**src/rtl/ex_wb_stage.sv**
```systemverilog
// Execute stage of the 8-bit pipeline: ID/EX and EX/WB registers, forwarded
// operand select, ADD/SHL execution and the register-file writeback port.

module ex_wb_stage_checker #(
  parameter logic [7:0] BUBBLE_IC = 8'hC0
) (
  input logic       clk,
  input logic       reset,
  input logic       stall,
  input logic       wb_en,
  input logic [7:0] id_ex_ic,
  input logic [7:0] ex_wb_ic,
  input logic [2:0] wb_addr
);

  a_no_write_while_stalled: assert property (
    @(posedge clk) disable iff (reset) wb_en |-> !stall);

  a_wb_addr_is_rd: assert property (
    @(posedge clk) disable iff (reset) wb_addr == ex_wb_ic[5:3]);

  a_reset_bubbles: assert property (
    @(posedge clk) $past(reset) |-> (id_ex_ic == BUBBLE_IC && ex_wb_ic == BUBBLE_IC));

endmodule

module ex_wb_stage #(
  parameter int         DATA_W    = 8,
  parameter logic [7:0] BUBBLE_IC = 8'hC0,
  parameter int         CNT_W     = 16
) (
  input  logic              clk,
  input  logic              reset,
  input  logic              id_valid,
  input  logic [7:0]        id_ic,
  input  logic [DATA_W-1:0] id_rd_data,
  input  logic [DATA_W-1:0] id_rs_data,
  input  logic              stall,
  input  logic              flush,
  input  logic [1:0]        forward_signal,
  output logic [7:0]        id_ex_ic,
  output logic [7:0]        ex_wb_ic,
  output logic [DATA_W-1:0] ex_wb_result,
  output logic              wb_en,
  output logic [2:0]        wb_addr,
  output logic [DATA_W-1:0] wb_data,
  output logic              zero_flag,
  output logic [CNT_W-1:0]  retire_count
);

  localparam logic [1:0] OP_ADD = 2'b00;
  localparam logic [1:0] OP_SHL = 2'b01;
  localparam logic [1:0] FWD_RD = 2'b01;
  localparam logic [1:0] FWD_RS = 2'b10;

  logic [7:0]        id_ex_ic_r;
  logic [DATA_W-1:0] id_ex_rd_data_r;
  logic [DATA_W-1:0] id_ex_rs_data_r;
  logic [7:0]        ex_wb_ic_r;
  logic [DATA_W-1:0] ex_wb_result_r;
  logic              zero_flag_r;
  logic [CNT_W-1:0]  retire_count_r;

  logic [DATA_W-1:0] op_a_s;
  logic [DATA_W-1:0] op_b_s;
  logic [DATA_W-1:0] result_s;
  logic              wb_en_s;

  function automatic logic is_writer(input logic [7:0] ic);
    return (ic[7:6] == OP_ADD) || (ic[7:6] == OP_SHL);
  endfunction

  // ID/EX register: flush beats stall, an empty issue slot becomes a bubble
  always_ff @(posedge clk) begin
    if (reset) begin
      id_ex_ic_r      <= BUBBLE_IC;
      id_ex_rd_data_r <= {DATA_W{1'b0}};
      id_ex_rs_data_r <= {DATA_W{1'b0}};
    end else if (flush) begin
      id_ex_ic_r      <= BUBBLE_IC;
      id_ex_rd_data_r <= {DATA_W{1'b0}};
      id_ex_rs_data_r <= {DATA_W{1'b0}};
    end else if (stall) begin
      id_ex_ic_r      <= id_ex_ic_r;
      id_ex_rd_data_r <= id_ex_rd_data_r;
      id_ex_rs_data_r <= id_ex_rs_data_r;
    end else if (id_valid) begin
      id_ex_ic_r      <= id_ic;
      id_ex_rd_data_r <= id_rd_data;
      id_ex_rs_data_r <= id_rs_data;
    end else begin
      id_ex_ic_r      <= BUBBLE_IC;
      id_ex_rd_data_r <= {DATA_W{1'b0}};
      id_ex_rs_data_r <= {DATA_W{1'b0}};
    end
  end

  // Operand select; a self-dependent rd==rs instruction gets the forward on both operands
  always_comb begin
    op_a_s = id_ex_rd_data_r;
    op_b_s = id_ex_rs_data_r;
    case (forward_signal)
      FWD_RD: begin
        op_a_s = ex_wb_result_r;
        if (id_ex_ic_r[5:3] == id_ex_ic_r[2:0]) begin
          op_b_s = ex_wb_result_r;
        end else begin
          op_b_s = id_ex_rs_data_r;
        end
      end
      FWD_RS: begin
        op_b_s = ex_wb_result_r;
      end
      default: begin
        op_a_s = id_ex_rd_data_r;
        op_b_s = id_ex_rs_data_r;
      end
    endcase
  end

  // Execute: carry out of ADD and bits shifted past the MSB are dropped
  always_comb begin
    result_s = {DATA_W{1'b0}};
    case (id_ex_ic_r[7:6])
      OP_ADD:  result_s = op_a_s + op_b_s;
      OP_SHL:  result_s = op_a_s << id_ex_ic_r[2:0];
      default: result_s = {DATA_W{1'b0}};
    endcase
  end

  // EX/WB register: unaffected by flush, frozen by stall
  always_ff @(posedge clk) begin
    if (reset) begin
      ex_wb_ic_r     <= BUBBLE_IC;
      ex_wb_result_r <= {DATA_W{1'b0}};
    end else if (stall) begin
      ex_wb_ic_r     <= ex_wb_ic_r;
      ex_wb_result_r <= ex_wb_result_r;
    end else begin
      ex_wb_ic_r     <= id_ex_ic_r;
      ex_wb_result_r <= result_s;
    end
  end

  // Write enable; held off while stalled so a frozen writer commits once on release
  always_comb begin
    wb_en_s = 1'b0;
    if (is_writer(ex_wb_ic_r) && !stall && !reset) begin
      wb_en_s = 1'b1;
    end else begin
      wb_en_s = 1'b0;
    end
  end

  // Retire counter and zero flag track only committed writes
  always_ff @(posedge clk) begin
    if (reset) begin
      retire_count_r <= {CNT_W{1'b0}};
      zero_flag_r    <= 1'b0;
    end else if (wb_en_s) begin
      retire_count_r <= retire_count_r + CNT_W'(1);
      zero_flag_r    <= (ex_wb_result_r == {DATA_W{1'b0}});
    end else begin
      retire_count_r <= retire_count_r;
      zero_flag_r    <= zero_flag_r;
    end
  end

  assign id_ex_ic     = id_ex_ic_r;
  assign ex_wb_ic     = ex_wb_ic_r;
  assign ex_wb_result = ex_wb_result_r;
  assign wb_en        = wb_en_s;
  assign wb_addr      = ex_wb_ic_r[5:3];
  assign wb_data      = ex_wb_result_r;
  assign zero_flag    = zero_flag_r;
  assign retire_count = retire_count_r;

  ex_wb_stage_checker #(.BUBBLE_IC(BUBBLE_IC)) u_checker (
    .clk      (clk),
    .reset    (reset),
    .stall    (stall),
    .wb_en    (wb_en_s),
    .id_ex_ic (id_ex_ic_r),
    .ex_wb_ic (ex_wb_ic_r),
    .wb_addr  (ex_wb_ic_r[5:3])
  );

endmodule

```
**config.mk**
```make
export PLATFORM = sky130hd
export DESIGN_NAME = ex_wb_stage
export DESIGN_NICKNAME = d
export VERILOG_FILES = /design/src/rtl/ex_wb_stage.sv
export SDC_FILE = /design/constraint.sdc
export NUM_CORES = 1
export LEC_CHECK = 0
export CAP_MARGIN = 10
export CELL_PAD_IN_SITES_DETAIL_PLACEMENT = 0
export CELL_PAD_IN_SITES_GLOBAL_PLACEMENT = 1
export CORE_ASPECT_RATIO = 0.75
export CORE_MARGIN = 4
export CORE_UTILIZATION = 35
export DETAILED_ROUTE_END_ITERATION = 7
export GPL_ROUTABILITY_DRIVEN = 0
export PLACE_DENSITY_LB_ADDON = 0.1
export SLEW_MARGIN = 0
export SYNTH_ARGS = -nofsm -noshare
export SYNTH_HDL_FRONTEND = slang
export SYNTH_SLANG_ARGS = --single-unit
```
**constraint.sdc**
```tcl
create_clock -name clk -period 4.1 [get_ports clk]
set_input_delay 1.025 -clock clk [delete_from_list [all_inputs] [get_ports clk]]
set_output_delay 1.025 -clock clk [all_outputs]
set_load 0.01 [all_outputs]
```
Yosys cells after proc, flatten, opt, wreduce, memory -nomap -nowiden:

Cells that the tools add are included.

* register bits after elaboration: 57
* output and inout port bits: 53
* word-level logic and storage cells: 32

* shifts and indexed selects: 1
* reductions and logical operators: 9
* muxes and demuxes: 8
* equality and inequality tests: 5
* add/sub/neg operators: 2

Operators by type and width (number)
* two-way mux 8 bit: 5
* case mux 8 bit (2 select lines): 2
* adder 16 x 1 -> 16 bit (second input constant): 1
* adder 8 bit: 1
* zero test 8 bit: 1
* << shifter 8 x 3 -> 8 bit: 1
* == test 2 x 1 -> 1 bit (second input constant): 3
* zero test 2 bit: 2
* == test 3 bit: 1
* == test 2 bit (second input constant): 1
* logical AND 1 bit: 2
* zero test 1 bit: 2
* OR reduction 2 bit: 1
* logical OR 1 bit: 1
* two-way mux 1 bit: 1

Depth between registers and ports, before layout:

* depth in word-level cells: 5
* gate-level depth with buffers: 13
* mapped depth without buffers: 12

Worst setup path before layout:

OpenSTA, ideal clock, no wires.

* path kind: input-to-reg
* from: input forward_signal[1]
* to: register ex_wb_result_r[7] (netlist: ex_wb_result[7])
* stages on the path: 11
* data arrival time: 3319 ps
* path slack: 706 ps
* required time: 4026 ps
* buffers on the path: 1
* library setup time: 74 ps
* cell sequence: inv_1 -> ha_1 -> buf_6 -> a41oi_1 -> nor2_1 -> a22o_1 -> ha_1 -> or4_1 -> o21ai_0 -> xor3_1 -> o21ai_0

* longest elaborated chain between the ends: 4
* elaborated cells on any way between the ends: 7
* those cells by class: add/sub: 1; eq/ne: 2; shift: 1; mux: 3

Ends and longest elaborated chain
* start: declaration: RTL line 40 `input logic [1:0] forward_signal,`
* == test 2 bit / == test 2 x 1 -> 1 bit (equally long branches): RTL line 102 `case (forward_signal)`
* case mux 8 bit (2 select lines) / two-way mux 8 bit (equally long branches): RTL line 102
* adder 8 bit / << shifter 8 x 3 -> 8 bit (equally long branches): RTL line 125, 126
* case mux 8 bit (2 select lines) *: RTL line 124 `case (id_ex_ic_r[7:6])`
* end signal: assignment: RTL line 135 `ex_wb_result_r <= {DATA_W{1'b0}};`
* end signal: assignment: RTL line 138 `ex_wb_result_r <= ex_wb_result_r;`
* end signal: assignment: RTL line 141 `ex_wb_result_r <= result_s;`
* end: declaration: RTL line 60 `logic [DATA_W-1:0] ex_wb_result_r;`

Every way passes the cells marked *; elsewhere a longest branch is shown, timed or not.
A chain may end at the register's enable or synchronous reset.

Final worst setup path:

* from: input forward_signal[1]
* to: register ex_wb_result_r[4] (netlist: ex_wb_result[4])

The elaborated chain is that of the path after synthesis.

==> key figures <==
Worst setup path
  • Crit Path Max Fanout: 7
  • Critical path arrival: 4.05 ns
  • R2R setup slack: 0.90 ns
  • CP endpoint kind: register
  • Data required, critical path: 4.29 ns
  • Setup crit start kind: input port
  • Critical path class: in2reg

Die
  • Initial Utilization: 36.2%
  • # IOs: 84
  • Standard-cell row count: 29
  • Die X: 116 um
  • Die height: 89.4 um
  • Std-Cell Core Area: 8530 um^2
  • DIE AREA: 10400 um^2

Timing
  • Upper clock frequency limit: 0.259 GHz
  • Final hold violations: 0
  • Period utilization: 94.3%
  • Skew final: 0.00608 ns
  • Worst slew pin tran: 0.515 ns
  • Min cycle time layout: 3.87 ns
  • Setup TNS: 0 ns
  • Rel. slew slack: 65.5%
  • Unrepaired setup endpoints after global routing: false
  • Finish-stage setup viols: 0
  • Max-slew violations: 0

Yosys
  • Post-synth EDFFs: 0
  • Most used flip-flop cell after synthesis: dfxtp_1
  • Netlist cell types: 52
  • Seq cells post-synth: 57
  • Post-synthesis sequential area ratio: 36.9%
  • Post-Syn Area per Cell: 8.68 um^2
  • Gate Count Post-Synth: 356
  • Cell Area, Synth: 3090 um^2
  • Yosys Warn Count: 0
  • Post-synthesis net count: 398
  • Async SR Flop Fraction: 0%

Pwr
  • Leak pwr: 1.63 nW
  • Cell Pwr Density: 350 nW/um^2
  • Final Total Pwr: 1.50 mW
  • Peak VDD IR: 216 uV

Placed design
  • Dpl cells: 528
  • Post-DP HPWL: 6900 um
  • Port bufs: 83

Route
  • First DRT Iteration DRCs: 164
  • Vias: 2882
  • Routed wire per std cell: 17.3 um
  • First drt pass iteration count: 4
  • Residual DRC count: 0
  • Antenna violation net count after detailed routing: 0
  • Vias per cell: 5.30
  • Detailed Route WL: 9410 um

Clocking
  • CTS tree: yes
  • Clk Latency, worst-skew pair: 0.32 ns
  • CTS Hold Buffers Added: 0
  • Clock tree sinks: 57
  • CTS Buf Count: 9
  • CTS root buf: clkbuf_16
  • H-tree levels: 3
  • Maximum clock insertion buffer count: 2
  • Clock transition at path regs: 0.05 ns

Finish
  • Share of post-route cells with drive strength above 1: 7.80%
  • Area Growth Syn to Fin: 39.2%
  • # diodes: 0
  • Nets: 473
  • Fin cells: 544

Global route
  • GRT Total Usage: 18.8%
  • Global-route wire length before repair: 14800 um
  • Pin count of the biggest net entering global routing: 43
  • GRT overflow: 0
  • Vias in the first global route: 2862
  • Antenna violations before repair: 0

Outcome
  • Status: completed

Hold path
  • Hold Path Class: reg2reg

Job
  • Max cap viols: 0
-- critical path, stage by stage --
cell and delay [ns]:
clkdlybuf4s50_1 0.48, inv_1 0.05, ha_1 0.24, a41oi_1 0.24, nor2_1 0.18, a22o_1 0.22
ha_1 0.23, fa_1 0.43, a21oi_1 0.30, nand2b_1 0.17, a211oi_2 0.08, a311oi_1 0.29
o22ai_1 0.12
-- per-layer routing --
| metal | track usage [%] | wire length [um] | vias to the layer above |
|---|---|---|---|
| met5 | 0 | 0 | - |
| met4 | 5.06 | 53 | 0 |
| met3 | 6.56 | 894 | 7 |
| met2 | 26.6 | 4010 | 105 |
| met1 | 26.9 | 4460 | 1352 |
| li1 | - | - | 1418 |
-- state kept, by name, indices dropped and copies added (netlist names) --
register,count
id_ex_rs_data_r,8
ex_wb_result,8
id_ex_rd_data_r,8
id_ex_ic,8
retire_count,16
zero_flag,1
ex_wb_ic,8
-- path summary, 6_finish.rpt --
path	start	to	cells after the start
max reg2reg	id_ex_ic[2]$_SDFFE_PP0N_	ex_wb_result[4]$_SDFFE_PP0N_	11
min	zero_flag$_SDFFE_PP0P_	zero_flag$_SDFFE_PP0P_	2
min reg2reg	zero_flag$_SDFFE_PP0P_	zero_flag$_SDFFE_PP0P_	2
max	forward_signal[1]	ex_wb_result[4]$_SDFFE_PP0N_	13
-- logic make-up after synthesis --
group	Yosys count	share of synthesized area, %
AOI/OAI and AO/OA	83	18.5
xor gates and xnor gates	16	5.02
adders and majority gates	11	4.70
buffers and inverters	49	7.74
DFF	57	36.9
muxes	24	9.96
and+or+nand+nor	116	17.1
-- Yosys cell counts, types with 2 or more instances --
| cell | number | area (um^2) |
|---|---|---|
| buf_4 | 11 | 82.6 |
| o22ai_1 | 4 | 25.0 |
| ha_1 | 10 | 125 |
| nor2_1 | 55 | 206 |
| o211ai_1 | 2 | 15.0 |
| nand3_1 | 5 | 25.0 |
| a221oi_1 | 2 | 17.5 |
| nand2_1 | 21 | 78.8 |
| nand4_1 | 3 | 18.8 |
| and2_1 | 2 | 12.5 |
| a22o_1 | 7 | 61.3 |
| or3_1 | 8 | 50.1 |
| mux2i_1 | 15 | 150 |
| nor2b_1 | 2 | 12.5 |
| a211oi_1 | 3 | 22.5 |
| clkbuf_1 | 12 | 45.0 |
| nor4_1 | 6 | 37.5 |
| o21ai_0 | 17 | 85.1 |
| nor3_1 | 6 | 30.0 |
| a21oi_1 | 11 | 55.1 |
| inv_1 | 20 | 75.1 |
| xnor2_1 | 11 | 96.3 |
| a22oi_1 | 24 | 180 |
| buf_2 | 5 | 25.0 |
| xor2_1 | 4 | 35.0 |
| mux4_1 | 3 | 78.8 |
| nand2b_1 | 2 | 12.5 |
| dfxtp_1 | 57 | 1140 |
| mux2_2 | 5 | 56.3 |
-- stage by stage --
stage | hold slack [ns] | area [um^2] | util, % | setup slack, ns
4_1_cts | 0.477 | 4290 | 50.4 | 0.255
2_1_floorplan | 0.475 | 3090 | - | 0.706
5_1_grt | 0.504 | 4300 | 50.4 | 0.0653
6_report | 0.471 | 4300 | 50.4 | 0.232
3_3_place_gp | 0.451 | 3970 | 46.5 | -0.0223
3_5_place_dp | 0.456 | 3970 | 46.5 | -0.0577
-- report_power, final --
part / total [mW] / leakage [nW] / internal (mW) / switching [mW]
clock: 0.797 / 0.162 / 0.553 / 0.244
combinational: 0.134 / 1.01 / 0.0684 / 0.0656
sequential: 0.573 / 0.461 / 0.563 / 0.0104
total: 1.50 / 1.63 / 1.18 / 0.320
-- what timing repair did --
action | 4_1_cts | 5_1_grt
endpoints found under the hold margin | 0 | 0
endpoints found under the setup margin | 0 | 1
setup buffers | 0 | 0
gates resized for setup | 0 | 1
-- cell type report --
| class | count | area, um^2 |
|---|---|---|
| fillers | 813 | 4230 |
| clock buffers | 15 | 298 |
| flip-flops and latches | 57 | 1140 |
| inverters | 20 | 75.1 |
| well taps | 108 | 135 |
| clock inverters | 1 | 30.0 |
| multi-input cells | 250 | 1710 |
| repair buffers | 93 | 906 |
-- placed cells by master, fill, tap and decap left out, drive strengths merged, types with 2 or more instances in the layout --
cell type / instances
inv: 20
nand4: 3
or3: 8
nand2b: 2
a221oi: 2
nand2: 21
clkbuf: 15
o22ai: 4
clkdlybuf4s50: 83
nand3: 5
nor2: 55
a21o: 2
mux4: 4
nor2b: 2
o21ai: 18
mux2: 5
nor4: 6
o211ai: 2
xor2: 4
a211oi: 3
xnor2: 11
a22o: 7
buf: 10
dfxtp: 57
mux2i: 15
and2: 2
ha: 10
a21oi: 11
nor3: 6
a22oi: 24
No activity file was read; power rests on OpenSTA's default activity.
